[src/rtl/fu_opcode_issuer_pkg.sv]
// fu_pkg: opcode type and constants, one-hot instruction decode, and the
// issuer FSM state encoding shared by the opcode issuer files.
package fu_pkg;

  typedef logic [2:0] fu_opcode_t;

  localparam fu_opcode_t OP_ADD     = 3'd0;
  localparam fu_opcode_t OP_ADDN    = 3'd1;
  localparam fu_opcode_t OP_AND     = 3'd2;
  localparam fu_opcode_t OP_OR      = 3'd3;
  localparam fu_opcode_t OP_MAX     = 3'd4;
  localparam fu_opcode_t OP_MIN     = 3'd5;
  localparam fu_opcode_t OP_SHR_ADD = 3'd6;
  localparam fu_opcode_t OP_SHL_ADD = 3'd7;

  typedef enum logic [1:0] {
    ST_IDLE  = 2'd0,
    ST_DRIVE = 2'd1,
    ST_HOLD  = 2'd2
  } fu_state_e;

  function automatic logic [7:0] fu_decode(input fu_opcode_t op);
    fu_decode = 8'h01 << op;
  endfunction

endpackage

[src/rtl/fu_opcode_issuer_fifo.sv]
// opcode_fifo: synchronous opcode FIFO with push/pop and full/empty flags.
// Pushes while full and pops while empty are ignored.
module opcode_fifo
  import fu_pkg::*;
#(
  parameter int DEPTH = 4
) (
  input  logic       clk,
  input  logic       rst_n,
  input  logic       push,
  input  logic       pop,
  input  logic [2:0] din,
  output logic [2:0] dout,
  output logic       full,
  output logic       empty
);

  localparam int AW = $clog2(DEPTH);

  fu_opcode_t      mem_q [DEPTH];
  logic [AW-1:0]   wr_ptr_q, wr_ptr_d;
  logic [AW-1:0]   rd_ptr_q, rd_ptr_d;
  logic [AW:0]     count_q, count_d;
  logic            do_push, do_pop;

  assign full  = (count_q == (AW+1)'(DEPTH));
  assign empty = (count_q == '0);
  assign dout  = mem_q[rd_ptr_q];

  always_comb begin
    do_push  = push && !full;
    do_pop   = pop && !empty;
    wr_ptr_d = do_push ? wr_ptr_q + AW'(1) : wr_ptr_q;
    rd_ptr_d = do_pop ? rd_ptr_q + AW'(1) : rd_ptr_q;
    count_d  = count_q + (AW+1)'(do_push) - (AW+1)'(do_pop);
  end

  always_ff @(posedge clk or negedge rst_n) begin
    if (!rst_n) begin
      wr_ptr_q <= '0;
      rd_ptr_q <= '0;
      count_q  <= '0;
    end else begin
      wr_ptr_q <= wr_ptr_d;
      rd_ptr_q <= rd_ptr_d;
      count_q  <= count_d;
    end
  end

  // Storage needs no reset: count_q alone defines which entries are live.
  always_ff @(posedge clk) begin
    if (do_push) mem_q[wr_ptr_q] <= din;
  end

endmodule

[src/rtl/fu_opcode_issuer.sv]
// fu_opcode_issuer: buffers encoded opcodes, drives the one-hot FU instruction,
// samples the FU result after a settle window. FU_ISSUE_COUNT_EN adds issue_count.
//
//   state    | meaning
//   ---------+-------------------------------------------------------------
//   ST_IDLE  | nothing in flight; pop the FIFO head as soon as one exists
//   ST_DRIVE | instruction held; settle down-counter runs to terminal 0
//   ST_HOLD  | result registered, out_valid high until consumer accepts
module fu_opcode_issuer
  import fu_pkg::*;
#(
  parameter int DATA_W     = 8,
  parameter int DEPTH      = 4,
  parameter int SETTLE_CYC = 1
) (
  input  logic              clk,
  input  logic              rst_n,
  input  logic              in_valid,
  output logic              in_ready,
  input  logic [2:0]        in_opcode,
  output logic [7:0]        instruction,
  input  logic [DATA_W-1:0] fu_result,
  output logic              out_valid,
  input  logic              out_ready,
  output logic [2:0]        out_opcode,
  output logic [DATA_W-1:0] out_data,
`ifdef FU_ISSUE_COUNT_EN
  output logic [15:0]       issue_count,
`endif
  output logic              busy
);

  localparam logic [3:0] SETTLE_INIT = 4'(SETTLE_CYC - 1);

  fu_state_e         state_q, state_d;
  logic [7:0]        instr_q, instr_d;
  logic [3:0]        cnt_q, cnt_d;
  fu_opcode_t        cur_op_q, cur_op_d;
  logic              out_valid_q, out_valid_d;
  fu_opcode_t        out_opcode_q, out_opcode_d;
  logic [DATA_W-1:0] out_data_q, out_data_d;

  logic       pop;
  fu_opcode_t fifo_dout;
  logic       fifo_full, fifo_empty;

  opcode_fifo #(.DEPTH(DEPTH)) u_fifo (
    .clk   (clk),
    .rst_n (rst_n),
    .push  (in_valid),
    .pop   (pop),
    .din   (in_opcode),
    .dout  (fifo_dout),
    .full  (fifo_full),
    .empty (fifo_empty)
  );

  always_comb begin
    state_d      = state_q;
    instr_d      = instr_q;
    cnt_d        = cnt_q;
    cur_op_d     = cur_op_q;
    out_valid_d  = out_valid_q;
    out_opcode_d = out_opcode_q;
    out_data_d   = out_data_q;
    pop          = 1'b0;
    unique case (state_q)
      ST_IDLE: pop = !fifo_empty;
      ST_DRIVE: begin
        if (cnt_q == 4'd0) begin
          out_valid_d  = 1'b1;
          out_data_d   = fu_result;
          out_opcode_d = cur_op_q;
          state_d      = ST_HOLD;
        end else begin
          cnt_d = cnt_q - 4'd1;
        end
      end
      ST_HOLD: begin
        if (out_ready) begin
          out_valid_d = 1'b0;
          pop         = !fifo_empty;
          state_d     = ST_IDLE;
        end
      end
      default: state_d = ST_IDLE;
    endcase
    // A pop from IDLE or from a HOLD handshake both start a fresh settle window.
    if (pop) begin
      instr_d  = fu_decode(fifo_dout);
      cur_op_d = fifo_dout;
      cnt_d    = SETTLE_INIT;
      state_d  = ST_DRIVE;
    end
  end

  always_ff @(posedge clk or negedge rst_n) begin
    if (!rst_n) begin
      state_q      <= ST_IDLE;
      instr_q      <= 8'h01;
      cnt_q        <= '0;
      cur_op_q     <= '0;
      out_valid_q  <= 1'b0;
      out_opcode_q <= '0;
      out_data_q   <= '0;
    end else begin
      state_q      <= state_d;
      instr_q      <= instr_d;
      cnt_q        <= cnt_d;
      cur_op_q     <= cur_op_d;
      out_valid_q  <= out_valid_d;
      out_opcode_q <= out_opcode_d;
      out_data_q   <= out_data_d;
    end
  end

  assign in_ready    = rst_n && !fifo_full;
  assign instruction = instr_q;
  assign out_valid   = out_valid_q;
  assign out_opcode  = out_opcode_q;
  assign out_data    = out_data_q;
  assign busy        = (state_q != ST_IDLE) || !fifo_empty;

`ifdef FU_ISSUE_COUNT_EN
  logic [15:0] issue_cnt_q, issue_cnt_d;

  always_comb begin
    issue_cnt_d = issue_cnt_q;
    if (out_valid_q && out_ready && (issue_cnt_q != 16'hFFFF))
      issue_cnt_d = issue_cnt_q + 16'd1;
  end

  always_ff @(posedge clk or negedge rst_n) begin
    if (!rst_n) issue_cnt_q <= '0;
    else        issue_cnt_q <= issue_cnt_d;
  end

  assign issue_count = issue_cnt_q;
`endif

endmodule

[config.mk]
export PLATFORM = sky130hd
export DESIGN_NAME = fu_opcode_issuer
export DESIGN_NICKNAME = d
export VERILOG_FILES = /design/src/rtl/fu_opcode_issuer_pkg.sv /design/src/rtl/fu_opcode_issuer_fifo.sv /design/src/rtl/fu_opcode_issuer.sv
export SDC_FILE = /design/constraint.sdc
export NUM_CORES = 1
export LEC_CHECK = 0
export ABC_CLOCK_PERIOD_IN_PS = 4200
export BUFFER_PORTS_ARGS = -buffer_cell sky130_fd_sc_hd__buf_2
export CORE_ASPECT_RATIO = 1.2
export CORE_MARGIN = 5
export CORE_UTILIZATION = 59
export DETAILED_ROUTE_END_ITERATION = 7
export GPL_TIMING_DRIVEN = 0
export MAX_ROUTING_LAYER = met4
export PLACE_DENSITY = 0.91
export SLEW_MARGIN = 30
export SYNTH_ARGS = -nofsm -noshare
export SYNTH_HDL_FRONTEND = slang
export SYNTH_SLANG_ARGS = --single-unit
[constraint.sdc]
create_clock -name clk -period 4.2 [get_ports clk]
set_clock_uncertainty 0.05 [all_clocks]
set_input_delay 0.84 -clock clk [delete_from_list [all_inputs] [get_ports clk]]
set_output_delay 0.84 -clock clk [all_outputs]
set_load 0.01 [all_outputs]
==> out/results.tsv <==
metric	value	unit
status	completed	
syn-cell-area	2080	um2
comb_power_share	44.2	%
crit_type	input port to output port	
irDropWorstVdd	499	uV
cts_hold_buf	0	
numClockSinks	48	
ys.flop_type	dfrtp_1	
io_buffers	36	
setup_ws	1.47	ns
post_cts_buffers	0	
area_growth	15.4	%
cp_max_fo	37	
seqPwrFrac	41.4	%
synth_seq_cells	48	
avgSynthCellArea	14.2	um2
synthArstFlopShare	75.0	%
seq_area_frac_synth	60.8	%
period_needed	2.73	ns
start_util	61.6	%
ctsLongestPathBuffers	2	
setup_viol	0	
arrival	1.84	ns
ys_top_cells_by_count	dfrtp_1, inv_1, mux2_2, edfxtp_1, ha_1	
worstSkewPairLatency	0.30	ns
p_clk_share	14.4	%
switching_share	36.9	%
drc	0	
fin_area	2390	um2
ios	37	
fp-row-count	23	
dp_slack	1.23	ns
syn_inst	146	
grt_pass1_wl	6200	um
timing.rr.end	u_fifo.count_q[2]	
hold_violations	0	
cts_tree	yes	
fmax	367	MHz
yosys.area.top_type	dfrtp_1	
wl	3750	um
power_switching	0.000710	W
synthTopCellsByArea	dfrtp_1, edfxtp_1, mux2_2	
r2r-start	u_fifo.count_q[2]	
drive_gt1_share	34.7	%
slew_headroom	47.9	%
n_fill_cell	227	
h-tree-depth	2	
synth_edf_count	12	
synth.most_common_cell	dfrtp_1	
worstRegToRegCells	9	
die_y	75.0	um
tightest_slew	0.782	ns
core	3370	um2
fin_crit_sh	64.9	%
synth_nets	170	
hold_path_end	cur_op_q[2]	
overflow	0	
whs_path_depth	1	
final_nets	213	
setup.worst_path.start_class	input port	
r2r_slack	1.54	ns
crit_required	3.31	ns
place.gp.congestion	0.794	
p_per_area	804	nW/um2
cap_violations	0	
diodes	0	
routedWlPerCell	16.5	um
drtIter0Drc	78	
num_vias	1306	
grt_max_degree	38	
synth_top_area_share	42.2	%
cts-root-buf	clkbuf_8	
yosys_warnings	0	
p_leak	1.11	nW
ant_nets	0	
first_pass_iters	4	
clkTransAtPathRegs	0.08	ns
die_area	4810	um2
tns	0	ns
placed_area	2300	um2
min_from	cur_op_q[2]	
cts_buffers	5	
grt_pass1_vias	1348	
fp.dieW	64.1	um
post_cts_resized	0	
fin_util	71.1	%
hp-class	flip-flop to flip-flop	
ys_types	43	
rsz0062_at_grt	false	
dp_hpwl	2830	um
endpoint_kind	output port	
grt_antenna_before_repair	0	
p_int	0.00121	W
grt_usage	17.6	%
via_per_inst	5.75	
slew_viol_final	0	
## power by group through the flow
stage	Clock, W	Sequential (W)	Combinational, W
after floorplan	0	0.000830	0.000554
after global placement	0	0.000789	0.000784
after detailed placement	0	0.000808	0.000849
after CTS	0.000285	0.000798	0.000862
after global routing	0.000304	0.000822	0.000943
final	0.000278	0.000797	0.000850
## registers in the layout, summed over array words and instances (netlist names)
register	cells
u_fifo.wr_ptr_q	2
instruction	8
out_opcode	3
u_fifo.rd_ptr_q	2
out_data	8
cur_op_q	3
u_fifo.mem_q	12
cnt_q	4
u_fifo.count_q	3
state_q	2
out_valid	1
## worst max path at each step
stage	endpoint	cells after the start	start	slack [ns]
floorplan	u_fifo.count_q[2]	9	out_ready	1.59
global placement	u_fifo.count_q[2]	10	out_ready	1.32
detailed placement	u_fifo.count_q[2]	10	out_ready	1.23
CTS	in_ready	3	rst_n	1.43
global route	in_ready	3	rst_n	1.31
finish	in_ready	3	rst_n	1.47
## kinds of logic (layout without fill, tap and decap cells)
kind of cell / count (synthesis) / count (layout) / share of synthesized area, %
compound gates: 24 / 24 / 8.26
simple gates: 25 / 25 / 8.14
flops: 48 / 48 / 60.8
xor+xnor: 5 / 5 / 2.11
fa+ha+maj: 9 / 9 / 5.79
mux: 17 / 17 / 11.2
buf+inv: 18 / 62 / 3.74
## area by class of cell
cell class / instances / area, um2 / share of cell area (%)
Inverter: 15 / 56.3 / 2.35
Multi-Input combinational cell: 80 / 736 / 30.7
Sequential cell: 48 / 1260 / 52.7
Timing Repair Buffer: 36 / 180 / 7.52
Buffer: 3 / 21.3 / 0.888
Clock inverter: 1 / 6.26 / 0.261
Clock buffer: 7 / 86.3 / 3.61
Tap cell: 37 / 46.3 / 1.93
## layout by cell type (no fill, tap or decap), types with 4 or more instances in the layout
cell type	synthesis	layout
buf_2	2	38
dfrtp_1	35	35
inv_1	15	15
mux2_2	13	13
edfxtp_1	12	12
ha_1	8	8
clkbuf_8	0	6
xnor2_1	4	4
and2_1	4	4
o21ai_0	4	4
a21oi_1	4	4
## critical path, stage by stage
cell and delay (ns):
buf_2 0.60, a21boi_0 0.24, buf_2 0.15
## per-stage QoR
stage          power (W)  cells  hold WS (ns)
4_1_cts          0.00194    227         0.456
5_1_grt          0.00207    227         0.466
3_5_place_dp     0.00166    219         0.437
6_report         0.00193    227         0.450
2_1_floorplan    0.00138    146         0.395
3_3_place_gp     0.00157    219         0.410
## per-layer routing
metal	vias to the layer above	share of wire (%)	global-route usage, %
li1	611	-	-
met1	636	39	19.8
met3	10	7.2	4.18
met5	-	0	-
met4	0	2.2	9.05
met2	49	52	29.4
(Power assumes the default switching activity.)
